**config.mk**
```make
export PLATFORM = sky130hd
export DESIGN_NAME = pipe_perf_monitor
export DESIGN_NICKNAME = d
export VERILOG_FILES = /design/src/rtl/pipe_perf_monitor.sv
export SDC_FILE = /design/constraint.sdc
export NUM_CORES = 1
export LEC_CHECK = 0
export ABC_AREA = 0
export BUFFER_PORTS_ARGS = -buffer_cell sky130_fd_sc_hd__buf_2
export CAP_MARGIN = 10
export CORE_MARGIN = 1
export CORE_UTILIZATION = 50
export CTS_CLUSTER_DIAMETER = 200
export DETAILED_ROUTE_END_ITERATION = 10
export PLACE_DENSITY = 0.74
export SYNTH_ARGS = -nofsm -noshare
export SYNTH_HDL_FRONTEND = slang
export SYNTH_SLANG_ARGS = --single-unit
```
**constraint.sdc**
```tcl
create_clock -name clk -period 4.6 [get_ports clk]
set_input_delay 0.46 -clock clk [delete_from_list [all_inputs] [get_ports clk]]
set_output_delay 0.46 -clock clk [all_outputs]
set_load 0.005 [all_outputs]
```
**src/rtl/pipe_perf_monitor.sv**
```systemverilog
// Per-stage instruction-event counters with a sticky pass/fail/watchdog verdict FSM.
// cnt_out has one cycle of registered latency; no backpressure, and events are dropped once done=1.
module pipe_perf_monitor #(
    parameter  int NSTAGE = 4,
    parameter  int CNT_W  = 32,
    parameter  int PC_W   = 32,
    parameter  int WDOG_W = 16,
    localparam int SEL_W  = (NSTAGE > 1) ? $clog2(NSTAGE) : 1
) (
    input  logic              clk,
    input  logic              reset,
    input  logic              enable,
    input  logic              clear,
    input  logic [NSTAGE-1:0] stage_v,
    input  logic              pc_v,
    input  logic [PC_W-1:0]   pc_i,
    input  logic [PC_W-1:0]   pass_pc,
    input  logic [PC_W-1:0]   fail_pc,
    input  logic [WDOG_W-1:0] wdog_limit,
    input  logic [SEL_W-1:0]  cnt_sel,
    output logic [CNT_W-1:0]  cnt_out,
    output logic [2:0]        state,
    output logic              done,
    output logic [NSTAGE-1:0] sat
);

    typedef enum logic [2:0] {
        S_IDLE    = 3'd0,
        S_RUN     = 3'd1,
        S_PASS    = 3'd2,
        S_FAIL    = 3'd3,
        S_TIMEOUT = 3'd4
    } state_t;

    state_t            cur_state;
    state_t            nxt_state;
    logic [CNT_W-1:0]  cnt [NSTAGE];
    logic [WDOG_W-1:0] wdog;
    logic [WDOG_W-1:0] wdog_inc;
    logic              retire;
    logic              run_active;
    logic              fail_hit;
    logic              pass_hit;
    logic              wdog_fire;
    logic              wipe;

    assign wipe       = !reset || clear;
    assign retire     = stage_v[NSTAGE-1];
    assign run_active = (cur_state == S_RUN) && enable;
    assign fail_hit   = pc_v && (pc_i == fail_pc);
    assign pass_hit   = pc_v && (pc_i == pass_pc);

    // Watchdog compare uses the value it would take this edge, so limit=N fires on the Nth idle cycle.
    always_comb begin
        wdog_inc  = (&wdog) ? wdog : wdog + 1'b1;
        wdog_fire = !retire && (wdog_limit != '0) && (wdog_inc == wdog_limit);
    end

    always_ff @(posedge clk) begin
        if (wipe) begin
            cur_state <= S_IDLE;
        end else begin
            cur_state <= nxt_state;
        end
    end

    always_comb begin
        nxt_state = cur_state;
        case (cur_state)
            S_IDLE: begin
                if (enable) nxt_state = S_RUN;
            end
            S_RUN: begin
                if (!enable)        nxt_state = S_IDLE;
                else if (fail_hit)  nxt_state = S_FAIL;
                else if (pass_hit)  nxt_state = S_PASS;
                else if (wdog_fire) nxt_state = S_TIMEOUT;
            end
            S_PASS, S_FAIL, S_TIMEOUT: nxt_state = cur_state;
            default: nxt_state = S_IDLE;
        endcase
    end

    always_comb begin
        state = cur_state;
        done  = (cur_state == S_PASS) || (cur_state == S_FAIL) || (cur_state == S_TIMEOUT);
    end

    always_ff @(posedge clk) begin
        if (wipe) begin
            for (int k = 0; k < NSTAGE; k++) cnt[k] <= '0;
            sat <= '0;
        end else if (run_active) begin
            for (int k = 0; k < NSTAGE; k++) begin
                if (stage_v[k]) begin
                    if (&cnt[k]) sat[k] <= 1'b1;
                    else         cnt[k] <= cnt[k] + 1'b1;
                end
            end
        end
    end

    always_ff @(posedge clk) begin
        if (wipe) begin
            wdog <= '0;
        end else if (run_active) begin
            wdog <= retire ? '0 : wdog_inc;
        end
    end

    always_ff @(posedge clk) begin
        if (wipe) begin
            cnt_out <= '0;
        end else if (int'(cnt_sel) < NSTAGE) begin
            cnt_out <= cnt[cnt_sel];
        end else begin
            cnt_out <= '0;
        end
    end

endmodule

```
==> metrics.yaml <==
grt:
  grt_usage: 0.256
  met3_usage: 0.0557
  first_global_vias: 8185
  use_met2: 0.414
  grt_busiest_layer: "met2"
  grt_pass1_wl_mm: 43.4
  use_met1: 0.335
  antenna_found_initial: 4
  grt-ovfl-total: 0
  grt_max_degree: 33
floorplanning:
  fp.dieW_um: 149
  die-area_um2: 22300
  core_area_um2: 21200
  fp-row-count: 53
  start_util: 0.514
  fp.dieH_um: 149
  io_pins: 163
setup_path:
  cp_max_fo: 20
  rr_endpoint: "cnt[1][12]$_SDFFCE_PN0P_"
  cp-end-kind: "flop"
  required_ps: 4780
  cp_data_arrival_time_ps: 3340
  cp-start-kind: "flop"
  reg2regPathDepth: 7
  reg2reg_slack_ps: 1440
  path_class: "reg -> reg"
  r2r_start: "cnt[1][3]$_SDFFCE_PN0P_"
logic_synthesis:
  async_flop_share: 0
  syn_area_per_cell_um2: 10.1
  yosysWarnings: 0
  ys_types: 69
  synth_top_family_by_area: "simple AND/OR/NAND/NOR gates"
  synth_edf_count: 128
  synth_seq_area_share: 0.455
  ys.flop_type: "edfxtp_1"
  synthSimpleGateAreaFrac: 0.234
  synth_xor_area_frac: 0.161
  synth-adder-area-share: 0.00576
  syn-num-nets: 1205
  synth_mux_area_frac: 0.0697
  synthesis.area_um2: 10900
  synth-compound-area-share: 0.0492
  ys_seq_elements: 183
  syn_inst: 1077
sta:
  grt_setup_unrepaired: "no"
  min_period_ps: 3160
  worst_slew_pin_slew_ps: 1090
  hold_viol: 0
  tns_ps: 0
  maxSlewHeadroom: 0.276
  timing.fmax_mhz: 317
  period_share: 0.686
  clock_skew_ps: 10.7
  setup_viol: 0
  drv_slew: 0
  setup_slack_ps: 1440
clock_network:
  htree_num_levels: 4
  clkTransAtPathRegs_ps: 70
  worstSkewPairLatency_ps: 440
  cts_max_path_buffers: 2
  root_buffer: "clkbuf_16"
  post_cts_resized: 0
  cts_setup_buffers: 0
  cts_sinks: 183
  ctsHoldBuffers: 0
  tritoncts: "built"
  cts_buffers: 17
pwr:
  power_frac_clock: 0.406
  combPwrFrac: 0.089
  p_sw_frac: 0.241
  p_int_w: 0.00286
  p_leak_nw: 4.54
  p_seq_frac: 0.504
  ir_drop_uv: 251
  p_per_area_nw_per_um2: 301
  power.switching_w: 0.000907
cells_and_area:
  stdcell_area_um2: 12500
  drive_above_1_share: 0.210
  areaGrowthSynthToFinish_pct: 15.3
  nets: 1350
  layout_common_cells: "nor2_1 (195), buf_2 (162), edfxtp_1 (128), xor2_1 (102), xnor2_1 (95)"
  final_common_cell: "nor2_1"
worst_hold_path:
  hold_class: "in -> reg"
  worstHoldStart: "stage_v[0]"
  hold_path_depth: 3
  holdPathEnd: "sat[0]$_SDFFE_PP0P_"
drt:
  ant_nets: 0
  routedWlPerCell_um: 18.5
  vias: 8740
  wl_mm: 27.9
  drt_iter0_markers: 803
  drt_pass1_iterations: 5
  drc_errors: 0
  viasPerCell: 5.78
outcome:
  status: "finished, final reports clean"
job:
  maxCapViolations: 0
placed_design:
  place_area_um2: 11900
  io_buffers: 162
  pre_cts_slack_ps: 1490
  hpwl_mm: 20.8
  place_congestion: 0.918
## Yosys cell counts, drive strengths merged (15+ instances only)
cell,number,area share
nor2,195,0.067
edfxtp,128,0.35
xor2,102,0.082
xnor2,95,0.077
nand2,65,0.022
nand3,60,0.028
dfxtp,55,0.10
nand4,39,0.024
clkbuf,36,0.013
and2,32,0.018
mux4,32,0.066
a21oi,27,0.012
and3,25,0.015
nor4,25,0.015
inv,18,0.0062
nor3,18,0.0083
o21ai,15,0.0069
## cell families (layout without fill, tap and decap cells)
logic type               Yosys count  count (layout)
flip-flops                       183             183
AND/OR/NAND/NOR                  510             510
other                              0               3
adder cells (fa/ha/maj)            5               5
buffers and inverters             66             224
AO/OA/AOI/OAI                     80              80
XOR/XNOR                         198             198
multiplexers                      35              35
## flip-flops by register name, indices dropped and copies added (netlist names)
register  cells
cnt         128
cnt_out      32
sat           4
state         3
wdog         16
## power groups by stage
stage | registers, W | logic, W | clock network, W
2_1_floorplan | 0.00191 | 0.000200 | 0
3_3_place_gp | 0.00193 | 0.000332 | 0
3_5_place_dp | 0.00193 | 0.000336 | 0
4_1_cts | 0.00190 | 0.000338 | 0.00155
5_1_grt | 0.00191 | 0.000365 | 0.00160
6_report | 0.00190 | 0.000337 | 0.00153
## how the worst max path moves through the flow
stage | cells past startpoint | start | endpoint
global placement | 7 | cnt[1][3]$_SDFFCE_PN0P_ | cnt[1][27]$_SDFFCE_PN0P_
global route | 9 | cnt[2][0]$_SDFFCE_PN0P_ | cnt[2][13]$_SDFFCE_PN0P_
finish | 7 | cnt[1][3]$_SDFFCE_PN0P_ | cnt[1][12]$_SDFFCE_PN0P_
floorplan | 6 | enable | cnt[3][0]$_SDFFCE_PN0P_
detailed placement | 7 | cnt[1][3]$_SDFFCE_PN0P_ | cnt[1][3]$_SDFFCE_PN0P_
CTS | 7 | cnt[1][3]$_SDFFCE_PN0P_ | cnt[1][3]$_SDFFCE_PN0P_
## critical path, cell delays in order, from the launching register on
cell,delay (ps)
edfxtp_1,430
and3_1,270
nand4_1,280
or4_1,610
or4_1,470
nand3_1,400
buf_4,340
nor2_1,80
## per-stage QoR
stage / utilization / power (W) / cells / hold slack, ps
after floorplan: - / 0.00211 / 1077 / 461
after global placement: 0.563 / 0.00226 / 1478 / 473
after detailed placement: 0.563 / 0.00227 / 1478 / 481
after CTS: 0.592 / 0.00378 / 1510 / 304
after global routing: 0.592 / 0.00388 / 1513 / 348
final: 0.592 / 0.00377 / 1513 / 317
## final cells by class
cell class / instances / area, µm²
Fill cell: 1765 / 8630
Inverter: 18 / 67.6
Timing Repair Buffer: 174 / 901
Antenna cell: 3 / 7.51
Sequential cell: 183 / 4940
Multi-Input combinational cell: 828 / 5650
Clock inverter: 14 / 170
Tap cell: 275 / 344
Clock buffer: 18 / 439
## metal layers
layer,share of wire,vias up
met2,0.47,341
met1,0.42,4198
li1,-,4149
met4,0.027,2
met3,0.082,50
met5,0.00043,-
Note: power is estimated with default switching activity, not from simulation.
